## config.mk

```make
export PLATFORM = sky130hd
export DESIGN_NAME = instruction_fetch
export DESIGN_NICKNAME = d
export VERILOG_FILES = /design/src/rtl/cpu16_pkg.sv /design/src/rtl/instr_byte_assembler.sv /design/src/rtl/instruction_fetch.sv
export SDC_FILE = /design/constraint.sdc
export NUM_CORES = 1
export LEC_CHECK = 0
export ABC_CLOCK_PERIOD_IN_PS = 1600
export BUFFER_PORTS_ARGS = -buffer_cell sky130_fd_sc_hd__buf_2
export CORE_ASPECT_RATIO = 1.25
export CORE_UTILIZATION = 45
export DETAILED_ROUTE_END_ITERATION = 12
export GPL_TIMING_DRIVEN = 0
export PLACE_DENSITY = 0.87
export SYNTH_ARGS = -nofsm -noshare
export SYNTH_HDL_FRONTEND = slang
export SYNTH_SLANG_ARGS = --single-unit
```

## constraint.sdc

```tcl
create_clock -name Clock -period 1.6 [get_ports Clock]
set_input_delay 0.4 -clock Clock [delete_from_list [all_inputs] [get_ports Clock]]
set_output_delay 0.4 -clock Clock [all_outputs]
set_load 0.02 [all_outputs]
```

## src/rtl/cpu16_pkg.sv

```systemverilog
`default_nettype none
`timescale 1ns/1ps
// ============================================================================
// Module : cpu16_pkg
// Brief  : Shared widths, fetch-state encoding and halt opcode for the CPU16.
// Rev    : 1.0
// ============================================================================
package cpu16_pkg;

    localparam int          INSTR_W             = 16;
    localparam int          BYTE_W              = 8;
    localparam logic [15:0] PC_STEP             = 16'd2;
    localparam logic [3:0]  HALT_OPCODE_DEFAULT = 4'hF;

    localparam logic [2:0] FS_BOOT     = 3'd0;
    localparam logic [2:0] FS_FETCH_HI = 3'd1;
    localparam logic [2:0] FS_FETCH_LO = 3'd2;
    localparam logic [2:0] FS_ISSUE    = 3'd3;
    localparam logic [2:0] FS_HALT     = 3'd4;
    localparam logic [2:0] FS_FAULT    = 3'd5;

    typedef enum logic [2:0] {
        ST_BOOT     = FS_BOOT,
        ST_FETCH_HI = FS_FETCH_HI,
        ST_FETCH_LO = FS_FETCH_LO,
        ST_ISSUE    = FS_ISSUE,
        ST_HALT     = FS_HALT,
        ST_FAULT    = FS_FAULT
    } fetch_state_t;

endpackage
`default_nettype wire

```

## src/rtl/instr_byte_assembler.sv

```systemverilog
`default_nettype none
`timescale 1ns/1ps
// ============================================================================
// Module : instr_byte_assembler
// Brief  : Instruction register built from separately loaded hi/lo bytes.
// Rev    : 1.0
// ============================================================================
module instr_byte_assembler
    import cpu16_pkg::*;
(
    input  wire logic               clk,
    input  wire logic               i_clear,
    input  wire logic               i_load_hi,
    input  wire logic               i_load_lo,
    input  wire logic [BYTE_W-1:0]  i_byte,
    output logic      [INSTR_W-1:0] o_instr
);

    logic [INSTR_W-1:0] r_instr;

    always_ff @(posedge clk) begin
        if (i_clear) begin
            r_instr <= '0;
        end else begin
            if (i_load_hi) r_instr[INSTR_W-1:BYTE_W] <= i_byte;
            if (i_load_lo) r_instr[BYTE_W-1:0]       <= i_byte;
        end
    end

    assign o_instr = r_instr;

endmodule
`default_nettype wire

```

## src/rtl/instruction_fetch.sv

```systemverilog
`default_nettype none
`timescale 1ns/1ps
// ============================================================================
// Module : instruction_fetch
// Brief  : PC owner; fetches 16-bit instructions as two byte reads, hi first.
// Rev    : 1.0
// ============================================================================
module instruction_fetch
    import cpu16_pkg::*;
#(
    parameter logic [15:0] RESET_PC    = 16'h0000,
    parameter logic [3:0]  HALT_OPCODE = HALT_OPCODE_DEFAULT
) (
    input  wire logic        Clock,
    input  wire logic        ResetN,
    output logic             MemReq,
    output logic [15:0]      MemAddr,
    input  wire logic        MemReady,
    input  wire logic [7:0]  MemData,
    output logic [15:0]      PC,
    output logic [15:0]      Instruction,
    output logic             InstrValid,
    input  wire logic        Retire,
    input  wire logic        Stall,
    input  wire logic [15:0] PcNext,
    output logic             Halted,
    output logic             AlignFault
);

    fetch_state_t r_state;
    fetch_state_t w_state_next;
    logic [15:0]  r_pc;
    logic [15:0]  w_pc_next;
    logic         w_load_hi;
    logic         w_load_lo;

    instr_byte_assembler u_asm (
        .clk       (Clock),
        .i_clear   (~ResetN),
        .i_load_hi (w_load_hi),
        .i_load_lo (w_load_lo),
        .i_byte    (MemData),
        .o_instr   (Instruction)
    );

    always_ff @(posedge Clock) begin
        if (!ResetN) begin
            r_state <= ST_BOOT;
            r_pc    <= RESET_PC;
        end else begin
            r_state <= w_state_next;
            r_pc    <= w_pc_next;
        end
    end

    always_comb begin
        w_state_next = r_state;
        w_pc_next    = r_pc;
        w_load_hi    = 1'b0;
        w_load_lo    = 1'b0;
        MemReq       = 1'b0;
        MemAddr      = r_pc;
        InstrValid   = 1'b0;
        Halted       = 1'b0;
        AlignFault   = 1'b0;
        case (r_state)
            ST_BOOT: begin
                w_state_next = ST_FETCH_HI;
            end
            ST_FETCH_HI: begin
                MemReq = 1'b1;
                if (MemReady) begin
                    w_load_hi    = 1'b1;
                    w_state_next = ST_FETCH_LO;
                end
            end
            ST_FETCH_LO: begin
                // PC is always even here, so +1 is just setting bit 0
                MemReq  = 1'b1;
                MemAddr = {r_pc[15:1], 1'b1};
                if (MemReady) begin
                    w_load_lo    = 1'b1;
                    w_state_next = ST_ISSUE;
                end
            end
            ST_ISSUE: begin
                InstrValid = 1'b1;
                if (Instruction[15:12] == HALT_OPCODE) begin
                    w_state_next = ST_HALT;
                end else if (Retire && !Stall) begin
                    w_pc_next    = PcNext;
                    w_state_next = PcNext[0] ? ST_FAULT : ST_FETCH_HI;
                end
            end
            ST_HALT: begin
                Halted = 1'b1;
            end
            ST_FAULT: begin
                AlignFault = 1'b1;
            end
            default: begin
                w_state_next = ST_BOOT;
            end
        endcase
    end

    assign PC = r_pc;

endmodule
`default_nettype wire

```

======== After elaboration in Yosys (flattened, before gate mapping) ========
Index checks and enable logic that the tools add are counted.
word-level totals
  bits in registers ....................... 35
  logic and storage cells ................. 36
  output and inout bits ................... 52
  input port bits ......................... 29
cells by class
  bitwise operators ....................... 2
  reductions and logical operators ........ 7
  equality and inequality tests ........... 9
  mux-type cells .......................... 14
operators with widths
  kind                                                  count
  two-way mux 3 bit                                     5
  case mux 3 bit (5 select lines)                       1
  two-way mux 1 bit                                     8
  equality test 3 x 2 -> 1 bit (second input constant)  2
  equality test 3 bit (second input constant)           2
  equality test 4 bit (second input constant)           1
  != test 2 bit (second input constant)                 2
  AND reduction 4 bit                                   1
  OR reduction 2 bit                                    2
  equality test 3 x 1 -> 1 bit (second input constant)  1
  zero test 3 bit                                       1
  != test 3 bit (second input constant)                 1
  AND reduction 3 bit                                   1
  NOT 1 bit                                             2
  logical AND 1 bit                                     1
  zero test 1 bit                                       1

======== Logic depth before layout (Yosys ltp) ========
  depth in word-level cells ............... 5
  depth in mapped cells ................... 8
  gate-level depth less buffers ........... 4

======== By module ========
Synthesis repeated with hierarchy kept, for this count alone.
unflattened totals
  cells, all modules ...................... 170
  area, all modules ....................... 1526.5 um^2
by module, submodules not included
  module                area each (um^2)  instances  cells each  sequential area each (um^2)
  instruction_fetch     947.2             1          118         380.4
  instr_byte_assembler  579.3             1          52          320.3

======== Least setup slack after synthesis ========
No wires, ideal clock.
  kind .................................... register to register
  start point ............................. reg r_state[1]
  end point ............................... reg r_pc[0], in the netlist PC[0]
  period minus slack after synthesis ...... 1.435 ns
  setup time .............................. 0.136 ns
  stages on the path, launching flop included .. 9
  required time ........................... 1.464 ns
  path slack .............................. 0.165 ns
  path buffers ............................ 4
  arrival ................................. 1.298 ns
  cells stage by stage .................... dfxtp_1 buf_4 and3b_1 buf_4 and4b_1 buf_6 buf_12 nand2_2 a21oi_2
on the way
  word-level cells in the longest chain between the ends .. 2
ends and longest elaborated chain
  item                                  line                     RTL
  start: declaration                    instruction_fetch.sv:30  fetch_state_t r_state;
  start signal: assignment              instruction_fetch.sv:51  r_state <= w_state_next;
  equality test 3 x 2 -> 1 bit          instruction_fetch.sv:66  case (r_state)
  AND reduction 3 bit (no source line)  n/a
  end signal: assignment                instruction_fetch.sv:52  r_pc <= w_pc_next;
  end: declaration                      instruction_fetch.sv:32  logic [15:0] r_pc;
No other way between the ends.
A chain may end at the register's enable or synchronous reset.

======== Worst setup path in the final report ========
  start point ............................. reg r_state[0]
  end point ............................... out InstrValid
on the way
  word-level cells in the longest chain between the ends .. 2
ends and longest elaborated chain
  item                          line                     RTL
  equality test 3 x 2 -> 1 bit  instruction_fetch.sv:66
  two-way mux 1 bit             instruction_fetch.sv:66
  end: declaration              instruction_fetch.sv:22  output logic InstrValid,
No other way between the ends.

==> flow_metrics.tcl <==
set metrics [dict create \
    ys_warn_count 0 \
    required_ps 1200 \
    drt-total-wl_um 3840 \
    rr_worst_depth 6 \
    cts_made_buffers 5 \
    antenna_left 0 \
    cts_tree "built" \
    ys.flop_type "dfxtp_1" \
    worst_pin_slew_ps 648 \
    fmax_mhz 633 \
    cts_sinks 35 \
    instances_no_fill 311 \
    critPathKind "reg2out" \
    postCtsHoldBufs 0 \
    synthCells 181 \
    synth_top_family_by_area "simple AND/OR/NAND/NOR gates" \
    diodes 0 \
    via_count 1511 \
    design.die.area_mm2 0.00376 \
    final_common_cell "buf_2" \
    peakVddDrop_v 0.000944 \
    hold_viol 0 \
    grtUsageTotal 0.215 \
    async_flop_share 0 \
    hpwl_um 2780 \
    die_h_um 68.3 \
    h-tree-depth 2 \
    power_density_mw_per_mm2 1170 \
    die_w_um 55.0 \
    clkTransAtPathRegs_ps 70 \
    final.setup_skew_ps 2.46 \
    place_congestion 0.853 \
    synth_edf_count 0 \
    place_inst 298 \
    maxCapViolations 0 \
    synth-simple-area-share 0.243 \
    final_cell_mix "buf_2 (77), nand2_1 (44), dfxtp_1 (32), buf_4 (23), a21oi_1 (14)" \
    synth_nets 210 \
    synth_cell_types 31 \
    cts_max_path_buffers 2 \
    synth.avg_cell_area_um2 8.74 \
    maxSlewViolCount 0 \
    firstDrtPassIters 4 \
    fillerInstances 290 \
    syn2layout_area_growth_pct 43.2 \
    grt_overflow 0 \
    end_kind "output port" \
    antenna_found_initial 0 \
    post-route-period-util 0.988 \
    final_util 0.691 \
    synth-compound-area-share 0.126 \
    finalNetCount 302 \
    worst_ep_arrival_time_ps 1180 \
    grt_max_degree 12 \
    synth.yosys.seq_area_share 0.443 \
    ios 81 \
    portBuffers 80 \
    routedWlPerCell_um 12.4 \
    grt_pass1_wl_um 5700 \
    drive_above_1_share 0.533 \
    fin_ws_ps 19.4 \
    start_kind "flip-flop" \
    run_status "finished, final reports clean" \
    syn_area_mm2 0.00158 \
    drt_iter0_markers 27 \
    core_area_mm2 0.00328 \
    yosys_register_bits 35 \
    hold_path_class "in2reg" \
    rows 23 \
    grt_pass1_vias 1345 \
    initial_utilization 0.482 \
    leakage_nw 1.09 \
    clock_latency_ps 280 \
    holdWs_ps 344 \
    rsz0062_at_grt "yes" \
    synth_xor_area_frac 0.00553 \
    slew_headroom 0.568 \
    synth_fa_ha_area_frac 0 \
    synthMuxAreaShare 0.0569 \
    setup_viol 0 \
    via_per_inst 4.86 \
    dp_slack_ps 83.1 \
    drc 0 \
    min_period_ps 1580 \
    path_max_fanout 8 \
    hold_depth 3 \
    root_buffer "clkbuf_8" \
]
## registers in the layout, indices dropped and copies added (netlist names)
signal / cells
PC: 16
r_state: 3
u_asm.o_instr: 16
## metal layers
layer / vias to the layer above / routed length (µm) / GRT usage
met5: - / 0 / 0
met4: 0 / 94 / 0.109
met3: 12 / 198 / 0.0600
met2: 53 / 2080 / 0.375
met1: 686 / 1470 / 0.230
li1: 760 / - / -
## worst max-delay path, stage by stage, from the launching register on
cell and delay (ps):
dfxtp_2 330, buf_6 130, and3b_1 180, buf_6 130, buf_6 120
## cells by family after synthesis
kind of cell / count (synthesis)
DFF: 35
muxes: 9
buffers and inverters: 28
xor gates and xnor gates: 1
and+or+nand+nor: 79
AOI/OAI and AO/OA: 29
## cell type report
class                           count  area (µm²)  area share
Buffer                             25         195      0.0861
Clock buffer                        6        82.6      0.0364
Clock inverter                      2        35.0      0.0155
Inverter                            2        7.51     0.00331
Multi-Input combinational cell    118         717       0.316
Sequential cell                    35         709       0.313
Tap cell                           37        46.3      0.0204
Timing Repair Buffer               86         473       0.209
## where the power goes
group	internal (mW)	switching [mW]	total, mW
sequential	0.960	0.0614	1.02
combinational	0.381	0.430	0.812
clock	0.504	0.308	0.812
## metrics by stage
stage                     instance area (µm²)  setup TNS, ps  total power [mW]
after floorplan                          1580              0              1.51
after global placement                   2030              0              1.69
after detailed placement                 2030              0              1.71
after CTS                                2200              0              2.60
after global routing                     2270           -105              2.78
final                                    2270              0              2.65
## final timing paths
check | from | endpoint | slack [ps]
max | r_state[0] | InstrValid | 20
min | PcNext[3] | PC[3] | 340
max reg2reg | u_asm.o_instr[14] | PC[4] | 70
min reg2reg | u_asm.o_instr[0] | u_asm.o_instr[0] | 450
## synth_stat cells, types with 2 or more instances
master | instances | area (µm²)
inv_1 | 2 | 7.51
nand2b_1 | 2 | 12.5
dfxtp_1 | 35 | 701
nor2b_1 | 2 | 12.5
mux2i_1 | 9 | 90.1
a21oi_1 | 14 | 70.1
buf_4 | 18 | 135
nand2_1 | 44 | 165
nor2_1 | 9 | 33.8
nand3_1 | 2 | 10.0
clkbuf_1 | 3 | 11.3
buf_2 | 3 | 15.0
nand2_2 | 10 | 62.6
a21oi_2 | 10 | 87.6
and2_1 | 2 | 12.5
## what timing repair did
| item | 4_1_cts | 5_1_grt |
|---|---|---|
| pin swaps | 1 | 3 |
| resized for setup | 13 | 13 |
| buffers inserted | 3 | 3 |
| setup endpoints to repair | 4 | 15 |
(Power assumes the default switching activity.)
